[src/rtl/reset_sequencer.sv]
// reset_sequencer
// Multi-channel reset synchronizer and ordered release sequencer.
// Each active-low request is synchronized into dest_clk. Any request holds
// every domain reset asserted for at least MIN_ASSERT cycles after the last
// request clears. The resets are then released one channel at a time,
// channel 0 first, with RELEASE_GAP cycles between releases.
// Optional feature macro: RESET_SEQ_SW_REQ_EN adds the sw_rst_req input and
// the sw_cause output.
module reset_sequencer #(
  parameter int NUM_CH      = 4,
  parameter int STAGES      = 3,
  parameter int MIN_ASSERT  = 16,
  parameter int RELEASE_GAP = 8
) (
  input  logic              dest_clk,
  input  logic              dest_rst,
  input  logic [NUM_CH-1:0] src_resetn,
`ifdef RESET_SEQ_SW_REQ_EN
  input  logic              sw_rst_req,
  output logic              sw_cause,
`endif
  output logic [NUM_CH-1:0] dest_resetn,
  output logic              seq_done,
  output logic [NUM_CH-1:0] last_cause
);

  localparam int HOLD_W = (MIN_ASSERT  > 1) ? $clog2(MIN_ASSERT + 1)  : 1;
  localparam int GAP_W  = (RELEASE_GAP > 1) ? $clog2(RELEASE_GAP + 1) : 1;
  localparam int IDX_W  = (NUM_CH      > 1) ? $clog2(NUM_CH + 1)      : 1;

  // The cause vector carries one extra bit for the software request when
  // that feature is built in, so both cause outputs share one register.
`ifdef RESET_SEQ_SW_REQ_EN
  localparam int CW = NUM_CH + 1;
`else
  localparam int CW = NUM_CH;
`endif

  typedef enum logic [1:0] {
    HOLD,
    RELEASE,
    RUN
  } state_t;

  logic [STAGES-1:0] sync_q [NUM_CH];
  logic [NUM_CH-1:0] req;
  logic [CW-1:0]     req_all;
  logic              any_req;

  state_t            state_q, state_n;
  logic [HOLD_W-1:0] hold_cnt_q, hold_cnt_n;
  logic [GAP_W-1:0]  gap_cnt_q, gap_cnt_n;
  logic [IDX_W-1:0]  idx_q, idx_n;
  logic [NUM_CH-1:0] resetn_q, resetn_n;
  logic              done_q, done_n;
  logic [CW-1:0]     cause_q, cause_n;
  logic              armed_q, armed_n;

  // Synchronizer chains; the reset value of 0 reads as an active request.
  always_ff @(posedge dest_clk) begin
    if (dest_rst) begin
      for (int i = 0; i < NUM_CH; i++) begin
        sync_q[i] <= '0;
      end
    end else begin
      for (int i = 0; i < NUM_CH; i++) begin
        sync_q[i] <= {sync_q[i][STAGES-2:0], src_resetn[i]};
      end
    end
  end

  // Active-high request per channel, taken from the last synchronizer stage.
  always_comb begin
    req = '0;
    for (int i = 0; i < NUM_CH; i++) begin
      req[i] = ~sync_q[i][STAGES-1];
    end
  end

`ifdef RESET_SEQ_SW_REQ_EN
  assign req_all  = {sw_rst_req, req};
  assign sw_cause = cause_q[NUM_CH];
`else
  assign req_all  = req;
`endif

  assign any_req = |req_all;

  // State, counters and all registered outputs.
  always_ff @(posedge dest_clk) begin
    if (dest_rst) begin
      state_q    <= HOLD;
      hold_cnt_q <= '0;
      gap_cnt_q  <= '0;
      idx_q      <= '0;
      resetn_q   <= '0;
      done_q     <= 1'b0;
      cause_q    <= '0;
      armed_q    <= 1'b0;
    end else begin
      state_q    <= state_n;
      hold_cnt_q <= hold_cnt_n;
      gap_cnt_q  <= gap_cnt_n;
      idx_q      <= idx_n;
      resetn_q   <= resetn_n;
      done_q     <= done_n;
      cause_q    <= cause_n;
      armed_q    <= armed_n;
    end
  end

  // Next-state and next-output logic. The cause only accumulates in an
  // episode started by a real request (armed); the hold that follows
  // dest_rst is not attributed to any channel, because the synchronizer
  // reset value would otherwise look like a request on every channel.
  always_comb begin
    state_n    = state_q;
    hold_cnt_n = hold_cnt_q;
    gap_cnt_n  = gap_cnt_q;
    idx_n      = idx_q;
    resetn_n   = resetn_q;
    done_n     = done_q;
    cause_n    = cause_q;
    armed_n    = armed_q;

    case (state_q)
      HOLD: begin
        resetn_n  = '0;
        done_n    = 1'b0;
        gap_cnt_n = '0;
        idx_n     = '0;
        if (armed_q) begin
          cause_n = cause_q | req_all;
        end
        if (any_req) begin
          hold_cnt_n = '0;
        end else if (hold_cnt_q == HOLD_W'(MIN_ASSERT - 1)) begin
          state_n    = RELEASE;
          hold_cnt_n = '0;
          resetn_n   = NUM_CH'(1);
        end else begin
          hold_cnt_n = hold_cnt_q + HOLD_W'(1);
        end
      end

      RELEASE: begin
        if (any_req) begin
          state_n    = HOLD;
          hold_cnt_n = '0;
          gap_cnt_n  = '0;
          idx_n      = '0;
          resetn_n   = '0;
          done_n     = 1'b0;
          cause_n    = req_all;
          armed_n    = 1'b1;
        end else if (gap_cnt_q == GAP_W'(RELEASE_GAP - 1)) begin
          gap_cnt_n = '0;
          if (idx_q == IDX_W'(NUM_CH - 1)) begin
            state_n  = RUN;
            resetn_n = '1;
            done_n   = 1'b1;
          end else begin
            idx_n    = idx_q + IDX_W'(1);
            resetn_n = resetn_q | (NUM_CH'(1) << (idx_q + IDX_W'(1)));
          end
        end else begin
          gap_cnt_n = gap_cnt_q + GAP_W'(1);
        end
      end

      RUN: begin
        resetn_n = '1;
        done_n   = 1'b1;
        if (any_req) begin
          state_n    = HOLD;
          hold_cnt_n = '0;
          gap_cnt_n  = '0;
          idx_n      = '0;
          resetn_n   = '0;
          done_n     = 1'b0;
          cause_n    = req_all;
          armed_n    = 1'b1;
        end
      end

      default: begin
        state_n    = HOLD;
        hold_cnt_n = '0;
        resetn_n   = '0;
        done_n     = 1'b0;
      end
    endcase
  end

  assign dest_resetn = resetn_q;
  assign seq_done    = done_q;
  assign last_cause  = cause_q[NUM_CH-1:0];

endmodule

[config.mk]
export PLATFORM = sky130hd
export DESIGN_NAME = reset_sequencer
export DESIGN_NICKNAME = d
export VERILOG_FILES = /design/src/rtl/reset_sequencer.sv
export SDC_FILE = /design/constraint.sdc
export NUM_CORES = 1
export LEC_CHECK = 0
export CAP_MARGIN = 20
export CORE_MARGIN = 2
export CORE_UTILIZATION = 35
export CTS_BUF_LIST = sky130_fd_sc_hd__clkbuf_4 sky130_fd_sc_hd__clkbuf_8
export CTS_CLUSTER_DIAMETER = 40
export DETAILED_ROUTE_END_ITERATION = 10
export HOLD_SLACK_MARGIN = 0.15
export PLACE_DENSITY = 0.55
export SYNTH_ARGS = -nofsm -noshare
export SYNTH_HDL_FRONTEND = slang
export SYNTH_SLANG_ARGS = --single-unit
[constraint.sdc]
create_clock -name dest_clk -period 2.5 [get_ports dest_clk]
set_clock_uncertainty 0.2 [all_clocks]
set_input_delay 0.25 -clock dest_clk [delete_from_list [all_inputs] [get_ports dest_clk]]
set_output_delay 0.25 -clock dest_clk [all_outputs]
set_load 0.02 [all_outputs]
### Word-level counts from Yosys, hierarchy flattened

Memory sizes are Yosys's and may differ from the RTL's.
Cells that the tools add are included.
Widths: inputs -> output; s select.

| operators by class | value |
|---|---|
| equal/unequal tests | 13 |
| add/sub/neg operators | 3 |
| bitwise operators | 10 |
| multiplexer cells | 42 |
| shifts and indexed selects | 1 |
| reductions and logical operators | 11 |

Operators by type and width:

| cell | number |
|---|---|
| $mux 4 | 9 |
| $mux 3 | 8 |
| $pmux 4 s3 | 2 |
| $mux 5 | 3 |
| $mux 2 | 6 |
| $pmux 5 s2 | 1 |
| $mux 1 | 9 |
| $ne 3x3->1 const B | 3 |
| $pmux 3 s3 | 1 |
| $ne 2x2->1 const B | 4 |
| $or 4x4->4 | 2 |
| $pmux 4 s2 | 1 |
| $pmux 2 s3 | 1 |
| $reduce_and 2->1 | 3 |
| $add 5x1->5 const B | 1 |
| $eq 5x4->1 const B | 1 |
| $reduce_and 5->1 | 1 |
| $add 4x1->4 const B | 1 |
| $eq 4x3->1 const B | 1 |
| $not 1->1 | 4 |
| $or 1x1->1 | 4 |
| $reduce_and 4->1 | 1 |
| $reduce_or 4->1 | 1 |
| $shl 1x3->4 const A | 1 |
| 11 further kinds | 11 |

| storage, ports and cells | value |
|---|---|
| register bits after elaboration | 24 |
| memories | 1 |
| bits in writable memories | 12 |
| bits of input ports | 6 |
| word-level logic and storage cells | 89 |

Memory list:

| memory | depth | bits a word | read ports | clocked after Yosys merged registers in | write ports | line | RTL |
|---|---|---|---|---|---|---|---|
| sync_q | 4 | 3 | 4 | 0 | 4 | 45 | `logic [STAGES-1:0] sync_q [NUM_CH];` |

### Depth between registers and ports, before layout

Gate-level depths: netlist (run 1).

| logic depth | value |
|---|---|
| depth after elaboration | 7 |
| mapped depth | 7 |

### Worst setup path before layout (run 1)

Ideal clock, no wire load.

| timing path | value |
|---|---|
| kind | flip-flop to flip-flop |
| start | register idx_q[0] |
| end | register idx_q[1] |
| data required time | 2.183 ns |
| buffers on the path | 0 |
| arrival | 1.484 ns |
| path slack | 0.700 ns |
| cell stages (with the launch flop) | 7 |
| cells stage by stage | dfxtp_1 > ha_1 > ha_1 > and4bb_1 > o21ba_1 > o22ai_2 > a22o_1 |

| between the ends | value |
|---|---|
| longest elaborated chain between the ends | 5 |
| elaborated cells on any way between the ends | 8 |
| those cells by class | add/sub (1); eq/ne (2); mux (4); reduce/logical (1) |

Ends and longest elaborated chain:

| what | line | RTL |
|---|---|---|
| from (decl) | 53 | `logic [IDX_W-1:0] idx_q, idx_n;` |
| from (signal assigned) | 104 | `idx_q <= idx_n;` |
| $add 3x1->3 | 163 | `idx_n = idx_q + IDX_W'(1);` |
| $mux 3 | 158 | `if (idx_q == IDX_W'(NUM_CH - 1)) begin` |
| $mux 3 | 156 | `end else if (gap_cnt_q == GAP_W'(RELEASE_GAP - 1)) begin` |
| $mux 3 | 147 | `if (any_req) begin` |
| $pmux 3 s3 | 126 | `case (state_q)` |

Several ways; a longest one is shown, not always the timed one. The select of a mux whose other input is x is not followed.
A chain may end at the register's enable or synchronous reset.

### Worst setup path in the final report (run 1)

| timing path | value |
|---|---|
| start | register idx_q[0] |
| end | register idx_q[0] |

The elaborated chain is that of the path after synthesis.

==> results.json, run 1 <==
{
  "status": "finished clean",
  "row_count": 24,
  "clockRootBuffer": "sky130_fd_sc_hd__clkbuf_8",
  "timing.critical_path.max_delay_family": "simple AND/OR/NAND/NOR gates",
  "setup_viol_count_final": 0,
  "post_cts.resized_instances": 0,
  "start_of_the_worst_register_to_register_path": "idx_q[0]",
  "synth_cell_type_count": 40,
  "crit_buf_inv": 0,
  "cts_htree_levels": 2,
  "yosysSeqAreaShare_pct": 43.80,
  "routed_wirelength_um": 3405,
  "report.final.hold_viol_count": 0,
  "synth.area.top_cells": "sky130_fd_sc_hd__dfxtp_1, sky130_fd_sc_hd__ha_1, sky130_fd_sc_hd__a21oi_1, sky130_fd_sc_hd__nor2_1, sky130_fd_sc_hd__nor2b_1",
  "synth-seq-cells": 36,
  "worstPathMaxFanout": 7,
  "cp_cell_sequence": "ha_1, ha_1, and4bb_1, nand4_1, o221a_1, nor2_1",
  "final_min_period_over_clock_period_pct": 79.04,
  "placement.io_buffers": 14,
  "syn-mean-instance-area_um2": 8.942,
  "grt_first_pass_wirelength_um": 6003,
  "grt_use_total_pct": 14.69,
  "gr-total-overflow": 0,
  "max-vdd-ir-drop_mv": 0.3136,
  "worstSkewPairLatency_ns": 0.29,
  "worst_setup_path_start_kind": "flip-flop",
  "worst-path-stages": 6,
  "detailedRoute.firstPassIterationCount": 4,
  "number_of_max_capacitance_violations_reported": 0,
  "chip_width_um": 72.57,
  "ant_nets": 0,
  "cpPeakStageDelay_ns": 0.38,
  "dieArea_um2": 5266,
  "timing.slew.headroom_pct": 73.92,
  "grt_pass1_vias": 1307,
  "cts_sinks": 36,
  "dp_hpwl_um": 2459,
  "worst_hold_path.endpoint": "sync_q[0][2]",
  "unrepaired_setup_endpoints_after_global_routing": "false",
  "finalMaxSlewViolations": 0,
  "drc": 0,
  "core_area_um2": 4444,
  "rr_endpoint": "idx_q[0]",
  "antenna_found_initial": 0,
  "gp_routability_congestion": 0.7888,
  "detail_route.vias_per_cell": 5.398,
  "max_freq_mhz": 506.1,
  "cts_buf_count": 5,
  "post_route_cells_drive_above_1_share_pct": 7.921,
  "synth.top_cell.area_share_pct": 43.80,
  "worstSetupPathType": "reg2reg",
  "design.final.nets": 219,
  "final_cell_area_um2": 1931,
  "synthesis.yosys.warnings": 0,
  "placed_cell_area_um2": 1838,
  "min_path_type": "reg2reg",
  "layout.cells.non_filler": 254,
  "dieHeight_um": 72.57,
  "post_cts_hold_buffer_count": 0,
  "timing.hold.ws_ns": 0.2430,
  "power_density_nw_per_um2": 529.4,
  "drt_first_iter_violations": 36,
  "cp_slowest_cell": "sky130_fd_sc_hd__dfxtp_1",
  "wire_per_inst_um": 13.41,
  "final.fill_count": 438,
  "cp_common_cell": "sky130_fd_sc_hd__ha_1",
  "fin_setup_tns_ns": 0,
  "dr_total_vias": 1371,
  "report.power.total_mw": 1.022,
  "antenna_cells": 0,
  "synth_fp_nets": 202,
  "r2r_setup_slack_ns": 0.52,
  "p_leak_nw": 0.7393,
  "post-cts-setup-buffers": 0,
  "dp_cells": 246,
  "ff2ff_path_depth": 6,
  "pin_count": 15,
  "hold-path-cell-count": 1,
  "tritoncts": "yes",
  "starting_density_of_the_core_pct": 37.02,
  "cts.path.max_buffers": 2,
  "grt_start_max_net_pins": 24,
  "clock_input_transition_at_the_sequential_cells_of_the_worst_setup_and_hold_paths_ns": 0.08,
  "area.growth.synth_to_final_pct": 17.34,
  "synthCells": 184,
  "crit_path_end_kind": "flip-flop",
  "max_slew.worst_pin.slew_ns": 0.3911,
  "worst_ep_arrival_time_ns": 2.01,
  "critPathRequiredTime_ns": 2.53,
  "time_the_worst_path_needs_with_i_o_delays_and_setup_ns": 1.976,
  "synth_top_area_cell": "sky130_fd_sc_hd__dfxtp_1",
  "synthesis.area_um2": 1645,
  "min_from": "sync_q[0][1]"
}
-- where the power goes --
| part | switching, mW | internal (mW) |
|---|---|---|
| clock | 0.221 | 0.197 |
| combinational | 0.00894 | 0.0121 |
| sequential | 0.00265 | 0.581 |
-- how the worst max path moves through the flow --
stage	slack, ns	startpoint	endpoint
2_1_floorplan	0.70	idx_q[0]	idx_q[1]
3_3_place_gp	0.61	idx_q[0]	idx_q[0]
3_5_place_dp	0.54	idx_q[0]	idx_q[0]
4_1_cts	0.52	idx_q[0]	idx_q[0]
5_1_grt	0.37	idx_q[0]	idx_q[0]
6_report	0.52	idx_q[0]	idx_q[0]
-- per-stage QoR --
| stage | setup WS (ns) | util [%] |
|---|---|---|
| floorplan | 0.6997 | - |
| global placement | 0.6149 | 41.36 |
| detailed placement | 0.5398 | 41.36 |
| CTS | 0.5219 | 43.44 |
| global route | 0.3671 | 43.44 |
| finish | 0.5239 | 43.44 |
-- cell type report --
cell class | instances | area (um^2) | area share (%)
Timing Repair Buffer | 16 | 155.1 | 8.036
Multi-Input combinational cell | 134 | 867.1 | 44.91
Tap cell | 52 | 65.06 | 3.370
Clock buffer | 5 | 68.82 | 3.564
Clock inverter | 3 | 23.77 | 1.231
Sequential cell | 36 | 720.7 | 37.33
Inverter | 8 | 30.03 | 1.555
-- synth_stat cells, drive strengths merged --
cell type   n
nor3        3
nand3       8
a22o        1
dfxtp      36
o32ai       1
o211ai      1
o221a       1
and4        1
o211a       1
or3         1
nand2      13
o21bai      3
inv         8
o21ba       1
nor2       22
a21oi      23
and4bb      1
o22ai       2
buf         4
nor2b      13
nand2b      1
mux2i       3
nor3b       2
o21ai       3
a21o        2
ha         12
nand3b      2
or4         1
and3b       1
a211oi      2
nand4       3
clkbuf      2
a31oi       3
nand4b      3
-- state kept, by name, indices dropped and copies added, names as in the netlist --
name,count
sync_q,12
hold_cnt_q,5
dest_resetn,4
idx_q,3
gap_cnt_q,4
armed_q,1
seq_done,1
last_cause,4
state_q,2
-- worst reg2reg max path, delay by kind of cell (launching register included) --
kind,cells,cell delay [ns]
AND/OR/NAND/NOR,3,0.57
AO/OA/AOI/OAI,1,0.29
adder cells (fa/ha/maj),2,0.48
flip-flops,1,0.38
-- cells in the final DEF, fill, tap and decap left out, drive strengths merged --
cell type,instances
and4,1
o32ai,1
dfxtp,36
a21o,2
nand3,8
clkinv,1
a21oi,23
buf,2
a31oi,3
o221a,1
clkdlybuf4s50,14
o211ai,1
clkinvlp,2
nand2b,1
nor3b,2
o21ai,3
a211oi,2
o21bai,3
nand3b,2
inv,8
ha,12
nor2,22
o22ai,2
a22o,1
and3b,1
nor3,3
mux2i,3
o211a,1
clkbuf,5
or4,1
nor2b,13
nand2,13
and4bb,1
nand4,3
or3,1
nand4b,3
o21ba,1
-- cells by family (layout without fill, tap and decap cells) --
kind of cell / count (synthesis) / count (layout) / share of synthesized area (%)
adders and majority gates: 12 / 12 / 9.125
DFF: 36 / 36 / 43.80
buffers and inverters: 14 / 32 / 3.498
and+or+nand+nor: 75 / 75 / 24.72
AOI/OAI and AO/OA: 44 / 44 / 17.03
muxes: 3 / 3 / 1.825
-- routing by layer --
metal / wire length, um / global-route usage (%) / vias to the layer above / share of wire (%)
met5: 0 / 0 / - / 0
met4: 76 / 7.202 / 0 / 2.2
met3: 111 / 4.722 / 9 / 3.3
met2: 1610 / 23.64 / 18 / 47
met1: 1607 / 17.61 / 665 / 47
li1: - / - / 679 / -
(Power assumes the default switching activity.)
==> run 2, diff against run 1 <==
PLACE_DENSITY = 0.57   (was 0.55)
clock period = 1.7 ns   (was 2.5 ns; I/O delays follow)
==> results.json, run 2 (synthesized netlist as in run 1, its figures left out) <==
{
  "status": "finished clean",
  "dp_cells": 255,
  "cts.path.max_buffers": 2,
  "max-vdd-ir-drop_mv": 0.4074,
  "crit_path_end_kind": "flip-flop",
  "grt_pass1_vias": 1276,
  "worstSkewPairLatency_ns": 0.29,
  "tritoncts": "yes",
  "cts_htree_levels": 2,
  "layout_commonest_cell": "sky130_fd_sc_hd__dfxtp_1",
  "placement.io_buffers": 14,
  "starting_density_of_the_core_pct": 37.02,
  "setup_viol_count_final": 0,
  "unrepaired_setup_endpoints_after_global_routing": "true",
  "detailedRoute.firstPassIterationCount": 4,
  "time_the_worst_path_needs_with_i_o_delays_and_setup_ns": 1.695,
  "cp_slowest_cell": "sky130_fd_sc_hd__dfxtp_2",
  "antenna_cells": 0,
  "layout_common_cells": "sky130_fd_sc_hd__dfxtp_1, sky130_fd_sc_hd__a21oi_1, sky130_fd_sc_hd__nor2_1",
  "pin_count": 15,
  "detail_route.vias_per_cell": 5.328,
  "cpPeakStageDelay_ns": 0.35,
  "drt_first_iter_violations": 55,
  "chip_width_um": 72.57,
  "pre_cts_slack_ns": -0.01100,
  "report.final.hold_viol_count": 0,
  "p_leak_nw": 0.7962,
  "worst_ep_arrival_time_ns": 1.66,
  "largest-register": "sync_q",
  "critPathRequiredTime_ns": 1.66,
  "routed_wirelength_um": 3552,
  "multi_input_area_um2": 945.9,
  "grt_use_total_pct": 14.22,
  "dr_total_vias": 1412,
  "reg_top3": "sync_q: 12 flops, hold_cnt_q: 5 flops",
  "dp_hpwl_um": 2621,
  "clockRootBuffer": "sky130_fd_sc_hd__clkbuf_8",
  "post_cts_hold_buffer_count": 0,
  "cts_buf_count": 5,
  "largest_register_ffs": 12,
  "min_path_type": "reg2reg",
  "cp_cell_sequence": "ha_4, ha_4, nand4b_1, a21oi_2, mux2i_1, o32ai_1",
  "dieArea_um2": 5266,
  "dieHeight_um": 72.57,
  "fin_ws_ns": 0.005153,
  "ant_nets": 0,
  "area.growth.synth_to_final_pct": 27.22,
  "wire_per_inst_um": 13.40,
  "row_count": 24,
  "cts_sinks": 36,
  "layout.cells.non_filler": 265,
  "number_of_max_capacitance_violations_reported": 0,
  "drc": 0,
  "power_density_nw_per_um2": 701.9,
  "report.power.total_mw": 1.469,
  "worstSetupPathType": "reg2reg",
  "finalMaxSlewViolations": 0,
  "antenna_found_initial": 0,
  "gp_routability_congestion": 0.7742,
  "timing.hold.ws_ns": 0.2351,
  "cp_common_cell": "sky130_fd_sc_hd__ha_4",
  "clock_input_transition_at_the_sequential_cells_of_the_worst_setup_and_hold_paths_ns": 0.06,
  "timing.slew.headroom_pct": 76.82,
  "worst_setup_path_start_kind": "flip-flop",
  "max_slew.worst_pin.slew_ns": 0.3478,
  "final.fill_count": 441,
  "post_route_cells_drive_above_1_share_pct": 18.78,
  "core_area_um2": 4444,
  "design.final.nets": 231,
  "grt_start_max_net_pins": 25,
  "grt_first_pass_wirelength_um": 5816,
  "final_min_period_over_clock_period_pct": 99.70,
  "max_freq_mhz": 590.0,
  "worstPathMaxFanout": 3,
  "gr-total-overflow": 0,
  "sequential_cell_area_um2": 725.7
}
run 2: layout make-up:
type / instances / share of cell area [%]
clock inverters: 1 / 0.2391
inverters: 8 / 1.435
well taps: 52 / 3.108
multi-input cells: 134 / 45.19
flip-flops and latches: 36 / 34.67
clock buffers: 6 / 3.646
repair buffers: 28 / 11.72
run 2: path summary, 6_finish.rpt:
check	endpoint	slack, ns	cells after the start	startpoint
max	state_q[1]	0.005	6	idx_q[1]
min reg2reg	sync_q[3][2]	0.24	1	sync_q[3][1]
min	sync_q[3][2]	0.24	1	sync_q[3][1]
max reg2reg	state_q[1]	0.005	6	idx_q[1]
run 2: routing by layer:
| metal | routed length (um) | vias up | track usage, % |
|---|---|---|---|
| li1 | - | 703 | - |
| met1 | 1594 | 667 | 17.50 |
| met2 | 1754 | 33 | 22.93 |
| met3 | 132 | 9 | 4.444 |
| met4 | 71 | 0 | 5.967 |
| met5 | 0 | - | 0 |
run 2: where the power goes:
part / total, mW / internal [mW] / switching (mW)
registers: 0.858 / 0.854 / 0.00379
logic: 0.0332 / 0.0193 / 0.0139
clock network: 0.578 / 0.294 / 0.284
run 2: critical path: cells and delay by family, from the launching register on:
| kind | cells | cell delay [ns] |
|---|---|---|
| AO/OA/AOI/OAI | 2 | 0.35 |
| multiplexers | 1 | 0.24 |
| adder cells (fa/ha/maj) | 2 | 0.27 |
| flip-flops | 1 | 0.35 |
| AND/OR/NAND/NOR | 1 | 0.16 |
run 2: repair_timing:
action	4_1_cts	5_1_grt
setup buffers	0	3
resized for setup	2	12
pin swaps	2	7
setup endpoints to repair	5	16
run 2: through the flow:
step | instance area (um^2) | TNS (ns) | util (%)
6_report | 2093 | 0 | 47.10
5_1_grt | 2093 | -0.2464 | 47.10
4_1_cts | 2016 | -0.04557 | 45.35
3_5_place_dp | 1932 | -0.03057 | 43.47
3_3_place_gp | 1932 | 0 | 43.47
2_1_floorplan | 1672 | 0 | -
==> run 3, diff against run 2 <==
HOLD_SLACK_MARGIN = 0.12   (was 0.15)
==> results of run 3 <==
The final DEF is identical to that of run 2; final timing and power are the same.
